`src/rtl/debouncer.sv`:
```
// Push-button debouncer: synchronises the raw level, then commits a new output level once it has
// been stable for STABLE_CYCLES clocks. Define DEBOUNCER_EDGE_PULSE_EN to add press/release pulses.
module debouncer #(
  parameter int STABLE_CYCLES = 8,
  parameter int SYNC_STAGES   = 2
) (
  input  logic clk,
  input  logic rst,
  input  logic inButton,
`ifdef DEBOUNCER_EDGE_PULSE_EN
  output logic outPress,
  output logic outRelease,
`endif
  output logic outButton
);

  localparam int CNT_W = $clog2(STABLE_CYCLES + 1);
  localparam logic [CNT_W-1:0] CNT_MAX = CNT_W'(STABLE_CYCLES - 1);

  generate
    if (STABLE_CYCLES < 1) begin : g_bad_stable
      $error("debouncer: STABLE_CYCLES must be >= 1");
    end
    if (SYNC_STAGES < 2) begin : g_bad_sync
      $error("debouncer: SYNC_STAGES must be >= 2");
    end
  endgenerate

  logic [SYNC_STAGES-1:0] sync_q, sync_d;
  logic [CNT_W-1:0]       cnt_q, cnt_d;
  logic                   out_q, out_d;
  logic                   s;
  logic                   commit;

  always_comb begin
    sync_d = {sync_q[SYNC_STAGES-2:0], inButton};
    s      = sync_q[SYNC_STAGES-1];
    commit = (s != out_q) && (cnt_q == CNT_MAX);
    cnt_d  = '0;
    out_d  = out_q;
    // Any cycle back at the output level leaves cnt_d at 0, restarting the count.
    if (s != out_q) begin
      if (commit) out_d = s;
      else        cnt_d = cnt_q + CNT_W'(1);
    end
  end

  always_ff @(posedge clk) begin
    if (rst) begin
      sync_q <= '0;
      cnt_q  <= '0;
      out_q  <= 1'b0;
    end else begin
      sync_q <= sync_d;
      cnt_q  <= cnt_d;
      out_q  <= out_d;
    end
  end

  assign outButton = out_q;

`ifdef DEBOUNCER_EDGE_PULSE_EN
  logic press_q, press_d;
  logic rel_q, rel_d;

  // Pulses come from the same commit decision, so they land on the edge outButton changes.
  always_comb begin
    press_d = commit & s;
    rel_d   = commit & ~s;
  end

  always_ff @(posedge clk) begin
    if (rst) begin
      press_q <= 1'b0;
      rel_q   <= 1'b0;
    end else begin
      press_q <= press_d;
      rel_q   <= rel_d;
    end
  end

  assign outPress   = press_q;
  assign outRelease = rel_q;
`endif

endmodule

```
`config.mk`:
```
export PLATFORM = sky130hd
export DESIGN_NAME = debouncer
export DESIGN_NICKNAME = d
export VERILOG_FILES = /design/src/rtl/debouncer.sv
export SDC_FILE = /design/constraint.sdc
export NUM_CORES = 1
export LEC_CHECK = 0
export ABC_AREA = 1
export BUFFER_PORTS_ARGS = -buffer_cell sky130_fd_sc_hd__buf_2
export CORE_AREA = 2 2 39 41
export CTS_CLUSTER_DIAMETER = 150
export DETAILED_ROUTE_END_ITERATION = 8
export DIE_AREA = 0 0 41 43
export MAX_ROUTING_LAYER = met4
export PLACE_DENSITY = 0.41
export SYNTH_ARGS = -nofsm -noshare
export SYNTH_HDL_FRONTEND = slang
export SYNTH_SLANG_ARGS = --single-unit
```
`constraint.sdc`:
```
create_clock -name clk -period 2.7 [get_ports clk]
set_clock_uncertainty 0.2 [all_clocks]
set_input_delay 0.27 -clock clk [delete_from_list [all_inputs] [get_ports clk]]
set_output_delay 0.27 -clock clk [all_outputs]
set_load 0.01 [all_outputs]
```
==> Word-level counts from Yosys, hierarchy flattened <==
Index checks and enable logic that the tools add are counted.
{ "op_classes": {"addsub": 1, "bitwise": 1, "n_reduce_logical": 3, "n_eq_ne": 2} }
{ "ops": {"columns": ["op", "n"], "rows": [
  ["adder 4 x 1 -> 4 bit (second input constant)", 1],
  ["== test 4 x 3 -> 1 bit (second input constant)", 1],
  ["OR reduction 3 bit", 1],
  ["AND reduction 2 bit", 1],
  ["logical AND 1 bit", 1],
  ["inequality test 1 bit", 1],
  ["NOT 1 bit", 1]
]} }
{ "totals": {"wordCells": 10, "reg_bits": 7, "out_inout_bits": 1} }

==> Depth between registers and ports, before layout <==
Gate-level depths: netlist (run 1).
{ "logic_depth": {"depth_word": 3, "ltp_mapped": 5, "depth_no_buf": 5} }

==> Least setup slack after synthesis (run 1) <==
OpenSTA, ideal clock, no wires.
{ "synth_path": {"path_kind": "register to register", "from": "reg cnt_q[0]", "to": "reg cnt_q[0]", "stages_incl_launch_ff": 5, "period_less_slack_ns": 1.120, "path_buffers": 0, "t_required_ns": 2.384, "t_arrival_ns": 0.804, "slack_ns": 1.580, "cell_sequence": "dfxtp_1 -> ha_1 -> nand3_2 -> nand3_1 -> nor2_1"} }
{ "synth_via": {"elab_chain_cells": 3, "word_cells_on_any_way": 4} }
{ "synth_rtl": {"columns": ["element", "line_no", "text"], "rows": [
  ["start: declaration", "30", "logic [CNT_W-1:0] cnt_q, cnt_d;"],
  ["start signal: assignment", "55", "cnt_q <= cnt_d;"],
  ["branches (longest 3 deep; another with adder 4 x 1 -> 4 bit)", null, null]
]} }
Several ways; the timed one is not identified.
A chain may end at the register's enable or synchronous reset.

==> Worst setup path in the final report (run 1) <==
{ "layout_path": {"from": "reg cnt_q[0]", "to": "reg cnt_q[1]"} }
Same word-level chain as after synthesis.

==> results of run 1 <==
worst register-to-register path: stages (launching register included):
cell and delay (ps):
dfxtp_1 370, ha_1 210, nand3_2 110, nand3_1 170
nor2_1 60
registers in the layout, summed over array words and instances (netlist names):
name / flops
cnt_q: 4
sync_q: 2
outButton: 1
cell usage in the layout (no fill, tap or decap):
| cell | instances |
|---|---|
| nor2_1 | 8 |
| dfxtp_1 | 7 |
| inv_1 | 6 |
| nand2_1 | 4 |
| clkbuf_4 | 3 |
| buf_2 | 3 |
| nand3_1 | 2 |
| a21oi_1 | 1 |
| or2_1 | 1 |
| nand3_2 | 1 |
| nand4_1 | 1 |
| xnor2_1 | 1 |
| ha_1 | 1 |
| clkbuf_1 | 1 |
final cells by class:
class                   instances  share of cell area, %
clock buffers                   4                   8.02
repair buffers                  3                   4.58
well taps                      16                   6.11
flip-flops and latches          7                   42.7
inverters                       6                   6.87
multi-input cells              20                   31.7
per-layer routing:
metal | routed length [um] | GRT usage, % | share of wire, %
met5 | 0 | - | 0
met4 | 0 | 10.0 | 0
met3 | 15 | 4.71 | 3.7
met1 | 200 | 8.12 | 49
met2 | 192 | 7.81 | 47
path summary, 6_finish.rpt:
| path | start | to | slack, ps | cells after the start |
|---|---|---|---|---|
| hold reg to reg | sync_q[0] | sync_q[1] | 200 | 2 |
| setup / recovery | cnt_q[0] | cnt_q[1] | 1470 | 4 |
| setup reg to reg | cnt_q[0] | cnt_q[1] | 1470 | 4 |
| hold / removal | rst | sync_q[0] | 20 | 2 |
stage by stage:
stage,utilization [%],hold slack [ps],power [uW],cell area [um2]
5_1_grt,23.7,10.6,220,328
4_1_cts,23.7,13.8,213,328
6_report,23.7,21.9,205,328
3_5_place_dp,21.8,203,114,302
3_3_place_gp,21.8,199,114,302
2_1_floorplan,-,141,111,267
cell families after synthesis:
logic type,share of synthesized area [%]
flip-flops,52.6
AND/OR/NAND/NOR,29.1
AO/OA/AOI/OAI,1.88
XOR/XNOR,3.29
buffers and inverters,8.45
adder cells (fa/ha/maj),4.69
power by group through the flow:
| stage | clock, uW | combinational, uW | sequential, uW |
|---|---|---|---|
| final | 93.4 | 5.17 | 106 |
| after detailed placement | 0 | 5.25 | 108 |
| after CTS | 101 | 5.29 | 106 |
| after floorplan | 0 | 2.90 | 108 |
| after global placement | 0 | 5.25 | 108 |
| after global routing | 108 | 5.80 | 106 |
==> summary.txt, run 1 <==
Critical path
  – Family with the most delay on the worst path: flip-flops
  – Crit path DAT: 1170 ps
  – Max stage delay on crit path: 370 ps
  – Crit-path cells: ha_1 > nand3_2 > nand3_1 > nor2_1
  – Crit Path Max Fanout: 4
  – Critical path buffers and inverters: 0
  – Crit end category: flop
  – Critical Path RT: 2640 ps
  – Slowest cell on crit path: dfxtp_1
  – Critical path startpoint category: flop
  – WS Path Type: flop to flop

Global routing
  – Initial antenna violation count: 0
  – Total gr overflow: 0
  – Largest net degree at the start of global routing: 5
  – Global-route wire length before repair: 759 um
  – Number of global-route vias before repair: 209
  – GR Util All Layers: 7.64%

Synth
  – Top-count cell post-synth: nor2_1
  – Synth area leaders: dfxtp_1 53%, nor2_1 11%, inv_1 8.5%
  – Number of synthesized flops with an enable pin: 0
  – Top-area cell type share of the netlist area: 52.6%
  – Top FF cell, synth: dfxtp_1
  – Unique cell type count in the Yosys netlist: 11
  – #FFs+latches synth: 7
  – Sequential-to-total area share from yosys stat: 52.6%
  – Net count after synthesis: 37
  – Synth Warn #: 0
  – Ys async rst share: 0%
  – Synth Cell Area: 267 um2
  – Syn Area/Cell: 8.08 um2
  – Commonest cells post-synth: 8 x nor2_1, 7 x dfxtp_1, 6 x inv_1
  – Post-Synthesis Cells: 33
  – Yosys top cell by area: dfxtp_1

Route
  – Via count: 210
  – Initial DRC Count: 4
  – DR pass1 iterations: 2
  – DR DRC count: 0
  – DR WL/cell: 7.27 um
  – Antenna-violating nets left: 0
  – Routed wire length: 407 um
  – Vias per inst: 3.75

Cells and area
  – Ant diodes: 0
  – FF/Latch Area: 140 um2
  – Area Growth Syn to Fin: 23.0%
  – Fillers: 160
  – Non-Filler Instances: 56
  – Footprint of the multi-input gates: 104 um2
  – Nets: 45
  – Layout cells sized above 1: 17.5%

CTS
  – CTS Buf Count: 3
  – CTS tree: built
  – Clock insertion delay at the later pin of the skew report: 250 ps
  – Clock transition at path regs: 50 ps
  – Clk buf depth: 2
  – H-tree depth: 1
  – # clock sinks: 7
  – Post-CTS Hold Buffers: 0
  – Setup Buffers After CTS: 0
  – CTS resizes: 0
  – Root Driver: clkbuf_4

Hold path
  – Hold crit path type: input port to flop

Floorplanning
  – Row Count: 14
  – Core area: 1380 um2
  – Die area: 1760 um2
  – Initial core utilization: 19.3%
  – Die width: 41 um
  – I/O pin count: 4
  – Die Ht: 43 um

STA
  – Final hold viol count: 0
  – Tcrit/Tclk final: 45.6%
  – Fin Setup TNS: 0 ps
  – Maximum clock frequency: 813 MHz
  – Worst-Margin Slew: 171 ps
  – RSZ-0062 raised after global routing: false
  – Count of final max-slew check failures: 0
  – Slew HR: 88.6%
  – Worst setup margin: 1470 ps
  – Min Tclk post-route: 1230 ps
  – Final setup fails: 0

Job
  – Max-cap violations: 0

Power
  – Cell-internal power: 164 uW
  – Seq pwr share: 51.9%
  – Leak: 0.000153 uW
  – Clock group share of total power: 45.6%
  – Peak VDD IR: 223 uV
  – PD cells: 625 nW/um2
  – Net Switching: 40.8 uW
  – Switching share of total power: 19.9%
  – Combinational Power Share: 2.5%

Place
  – Number of port buffers: 3
  – Cell Count Post-Placement: 52
  – DP Worst Slack: 1450 ps
  – GP Congestion: 0.598

Outcome
  – Status: finished clean
(Power assumes the default switching activity.)
==> inputs of run 2 (changes only) <==
Settings changed: ABC_AREA 1 to 0.
Clock period 2.7 ns to 1.1 ns, I/O delays scaled along.
==> run 2 against run 1 <==
  * The flow now finishes with violations (negative setup slack)
  * Die area did not move
  * Final cell count fell by 11%
  * Register-to-register slack got worse by 1600 ps
  * Critical path depth did not move
  * Sequential power rose by 150%
  * Power rose to 2.5 times the previous value
  * Critical path type unchanged
  * Critical endpoint is now outButton
  * Highest routed layer is now met4
==> summary.txt, run 2 <==
Floorplanning
  – Die width: 41 um
  – Die area: 1760 um2
  – Die Ht: 43 um
  – Core area: 1380 um2
  – I/O pin count: 4
  – Row Count: 14
  – Initial core utilization: 18.1%

Cells and area
  – Nets: 39
  – Area Growth Syn to Fin: 45.5%
  – Post-layout util: 26.3%
  – Layout cells sized above 1: 32.4%
  – Top reg by flops: cnt_q
  – Commonest non-fill, non-tap cell in the layout: dfxtp_1
  – Commonest cells after routing, fill and taps aside: 5 x dfxtp_1, 4 x nor2_1
  – Fillers: 159
  – Finished Cell Area: 364 um2
  – Ant diodes: 0
  – Max reg flops: 4

Synth
  – Number of synthesized flops with an enable pin: 0
  – Yosys top cell by area: dfxtp_1
  – Synth Cell Area: 250 um2
  – Top-area cell type share of the netlist area: 56.0%
  – Top-count cell post-synth: dfxtp_1
  – Ys async rst share: 0%
  – Synth Warn #: 0
  – #FFs+latches synth: 7
  – Synth area leaders: dfxtp_1 56%, xor2_1 10%, nand3b_1 6.0%
  – Syn Area/Cell: 10.9 um2
  – Sequential-to-total area share from yosys stat: 56.0%
  – Unique cell type count in the Yosys netlist: 10
  – Commonest cells post-synth: 7 x dfxtp_1, 4 x nor2_1, 3 x xor2_1
  – Net count after synthesis: 27
  – Top FF cell, synth: dfxtp_1
  – Post-Synthesis Cells: 23

Job
  – Max-cap violations: 0

Route
  – DR WL/cell: 8.72 um
  – Via count: 197
  – DR pass1 iterations: 1
  – Routed wire length: 436 um
  – Vias per inst: 3.94
  – Antenna-violating nets left: 0
  – Initial DRC Count: 0
  – DR DRC count: 0

Global routing
  – GR Util All Layers: 7.84%
  – Total gr overflow: 0
  – Number of global-route vias before repair: 208
  – Largest net degree at the start of global routing: 5
  – Global-route wire length before repair: 786 um
  – Initial antenna violation count: 0

Place
  – Post-DP HPWL: 287 um
  – Number of port buffers: 3
  – GP Congestion: 0.663
  – Placed Area: 308 um2

Critical path
  – Critical Path RT: 1040 ps
  – Crit path DAT: 1130 ps
  – Max stage delay on crit path: 330 ps
  – Critical path startpoint category: flop
  – Crit end category: flop
  – WS Path Type: flop to flop
  – Slowest cell on crit path: dfxtp_2
  – Crit-path cells: ha_4 > nand3b_1 > mux2i_1 > nor2_1
  – Crit Path Max Fanout: 2

CTS
  – # clock sinks: 7
  – Clock insertion delay at the later pin of the skew report: 250 ps
  – CTS tree: built
  – Clock transition at path regs: 50 ps
  – Root Driver: clkbuf_4
  – CTS Buf Count: 3
  – H-tree depth: 1
  – CTS resizes: 0
  – Clk buf depth: 2

STA
  – Min Tclk post-route: 1190 ps
  – Count of final max-slew check failures: 0
  – Slew HR: 90.1%
  – Worst setup margin: -91.7 ps
  – Final hold viol count: 0
  – Worst-Margin Slew: 145 ps
  – RSZ-0062 raised after global routing: true
  – Maximum clock frequency: 839 MHz
  – Final setup fails: 5
  – Tcrit/Tclk final: 108%

Hold path
  – Hold crit path type: flop to flop

Power
  – Design Power: 518 uW
  – Leak: 0.000166 uW
  – Peak VDD IR: 429 uV
  – PD cells: 1420 nW/um2

Outcome
  – Status: finished, violations left
  – Failing checks: negative setup slack
[run 2: cell types whose count changed after synthesis, moves of 2 or more]
| cell | previous run | this run |
|---|---|---|
| nor2b_1 | 0 | 2 |
| inv_1 | 6 | 1 |
| nand2_1 | 4 | 0 |
| xor2_1 | 0 | 3 |
| nor2_1 | 8 | 4 |
| nand3b_1 | 0 | 2 |
[run 2: final timing paths]
check | end | start | slack, ps | depth (start not counted)
setup / recovery | outButton | cnt_q[1] | -90 | 4
hold / removal | sync_q[1] | sync_q[0] | 250 | 1
setup reg to reg | outButton | cnt_q[1] | -90 | 4
hold reg to reg | sync_q[1] | sync_q[0] | 250 | 1
[run 2: final cells by class]
class / count / area, um2 / share of cell area (%)
well taps: 16 / 20.0 / 5.50
inverters: 1 / 3.75 / 1.03
flip-flops and latches: 7 / 143 / 39.2
clock buffers: 4 / 26.3 / 7.22
repair buffers: 7 / 52.6 / 14.4
multi-input cells: 15 / 119 / 32.6
[run 2: per-layer routing]
metal  track usage, %  wire length [um]
met5                -                 0
met4             12.0                38
met3             3.14                20
met2             9.69               220
met1             6.82               157
[run 2: stage by stage]
step | hold WS (ps) | cells | setup TNS, ps | setup slack (ps)
after detailed placement | 125 | 43 | -196 | -55.1
after global routing | 269 | 50 | -456 | -120
after CTS | 255 | 50 | -258 | -66.1
after floorplan | -18.4 | 23 | -5.98 | -4.40
after global placement | 120 | 43 | -167 | -49.2
final | 252 | 50 | -185 | -91.7
[run 2: cells by family after synthesis]
kind of cell / Yosys count / share of synthesized area [%]
xor+xnor: 3 / 10.5
simple gates: 10 / 23.0
flops: 7 / 56.0
mux: 1 / 4.00
fa+ha+maj: 1 / 5.00
buf+inv: 1 / 1.50
[run 2: power by group]
group / switching, uW / internal (uW)
clock: 95.8 / 138
combinational: 7.15 / 15.0
sequential: 2.35 / 259
[run 2: what timing repair did]
item	4_1_cts	5_1_grt
setup buffers	0	0
pin swaps	0	1
hold endpoints to repair	3	0
hold buffers	3	0
gates cloned	0	0
setup endpoints to repair	5	6
[run 2: worst max-delay path, delay by kind of cell, from the launching register on]
| kind | cells | cell delay [ps] |
|---|---|---|
| fa+ha+maj | 1 | 160 |
| flops | 1 | 330 |
| mux | 1 | 220 |
| simple gates | 2 | 180 |
==> inputs of run 3 (changes only) <==
Settings changed: ABC_AREA 0 to 1, PLACE_DENSITY 0.41 to 0.43.
==> run 3 against run 2 <==
  * The run ends with negative hold slack left
  * Final cell count is 20% higher
  * Critical path depth stayed put
  * Register-to-register slack better by 130 ps
  * Non-clock buffer count stayed put
  * Sequential power hardly changed
  * Critical path type unchanged
  * Critical endpoint is now cnt_q[2]
  * Highest routed layer is now met3
==> summary.txt, run 3 (same netlist as run 1, synthesis figures left out) <==
Outcome
  – Status: finished, violations left
  – Failing checks: negative hold slack

Place
  – Post-DP HPWL: 334 um
  – Cell Count Post-Placement: 54
  – GP Congestion: 0.645
  – Placed Area: 324 um2
  – Number of port buffers: 3

Route
  – Routed wire length: 458 um
  – Antenna-violating nets left: 0
  – DR WL/cell: 7.63 um
  – Initial DRC Count: 0
  – Vias per inst: 3.77
  – DR DRC count: 0
  – Via count: 226
  – DR pass1 iterations: 1

Job
  – Max-cap violations: 0

CTS
  – Post-CTS Hold Buffers: 2
  – Clk buf depth: 2
  – H-tree depth: 1
  – Root Driver: clkbuf_4
  – CTS Buf Count: 3
  – CTS tree: built
  – Setup Buffers After CTS: 0
  – Clock transition at path regs: 50 ps
  – Clock insertion delay at the later pin of the skew report: 250 ps
  – # clock sinks: 7

STA
  – Count of final max-slew check failures: 0
  – Min Tclk post-route: 1060 ps
  – Maximum clock frequency: 942 MHz
  – Hold WS: -133 ps
  – RSZ-0062 raised after global routing: true
  – Tcrit/Tclk final: 96.5%
  – Final setup fails: 0
  – Worst-Margin Slew: 211 ps
  – Slew HR: 85.9%
  – Final hold viol count: 5

Floorplanning
  – Row Count: 14
  – I/O pin count: 4
  – Die area: 1760 um2
  – Die width: 41 um
  – Core area: 1380 um2
  – Initial core utilization: 19.3%
  – Die Ht: 43 um

Critical path
  – Crit-path cells: ha_4 > nand3_4 > nand3_4 > nor2_1
  – Critical path startpoint category: flop
  – Crit Path Max Fanout: 4
  – Dominant cell type by count on the critical path: nand3_4
  – Critical Path RT: 1040 ps
  – Crit path DAT: 1000 ps
  – WS Path Type: flop to flop
  – Crit end category: flop
  – Slowest cell on crit path: dfxtp_2
  – Max stage delay on crit path: 350 ps

Global routing
  – Total gr overflow: 0
  – Number of global-route vias before repair: 232
  – Global-route wire length before repair: 876 um
  – Initial antenna violation count: 0
  – Largest net degree at the start of global routing: 5
  – GR Util All Layers: 8.36%

Power
  – Leak: 0.000173 uW
  – Peak VDD IR: 537 uV
  – PD cells: 1280 nW/um2

Hold path
  – Hold crit path type: input port to flop

Cells and area
  – Max reg flops: 4
  – Commonest cells after routing, fill and taps aside: 7 x nor2_1, 6 x inv_1, 4 x nand2_1, 4 x dfxtp_1
  – Non-Filler Instances: 60
  – Post-layout util: 29.3%
  – Finished Cell Area: 405 um2
  – Nets: 49
  – Ant diodes: 0
  – Commonest non-fill, non-tap cell in the layout: nor2_1
  – Top reg by flops: cnt_q
  – Layout cells sized above 1: 36.4%
  – Area Growth Syn to Fin: 52.1%
## run 3: final timing paths
kind,startpoint,endpoint,slack [ps],cells after the start
max,cnt_q[1],cnt_q[2],40,4
min,rst,sync_q[1],-130,2
max reg2reg,cnt_q[1],cnt_q[2],40,4
min reg2reg,sync_q[0],sync_q[1],200,2
## run 3: through the flow
step                      setup WS, ps  power, uW  setup TNS, ps
after global placement           -22.7        282          -76.4
after CTS                         9.58        533              0
after global routing             -14.2        557          -27.5
final                             38.9        518              0
after floorplan                   13.2        274              0
after detailed placement         -35.3        281           -106
## run 3: final cells by class
type                            instances  area, um2
Fill cell                             166        978
Sequential cell                         7        144
Multi-Input combinational cell         20        143
Timing Repair Buffer                    7       50.0
Clock buffer                            4       26.3
Inverter                                6       22.5
Tap cell                               16       20.0
## run 3: routing by layer
| layer | part of all wire, % | track usage [%] | wire, um | up-vias |
|---|---|---|---|---|
| met5 | 0 | - | 0 | - |
| met4 | 0 | 10.0 | 0 | 0 |
| met3 | 4.4 | 3.14 | 20 | 0 |
| met2 | 55 | 10.6 | 251 | 4 |
| met1 | 41 | 8.44 | 186 | 101 |
| li1 | - | - | - | 121 |
## run 3: report_power, final
group | internal [uW] | leakage [uW] | switching, uW
sequential | 259 | 0.0000584 | 2.58
clock | 138 | 0.0000150 | 94.0
combinational | 13.5 | 0.0000998 | 10.9
total | 410 | 0.000173 | 108
## run 3: worst max-delay path, delay by kind of cell, from the launching register on
kind                     cells  cell delay (ps)
adder cells (fa/ha/maj)      1              160
AND/OR/NAND/NOR              3              240
flip-flops                   1              350
## run 3: what timing repair did
action / CTS / global route
pin swaps: 2 / 1
resized for setup: 4 / 4
hold endpoints to repair: 7 / 3
setup endpoints to repair: 5 / 6
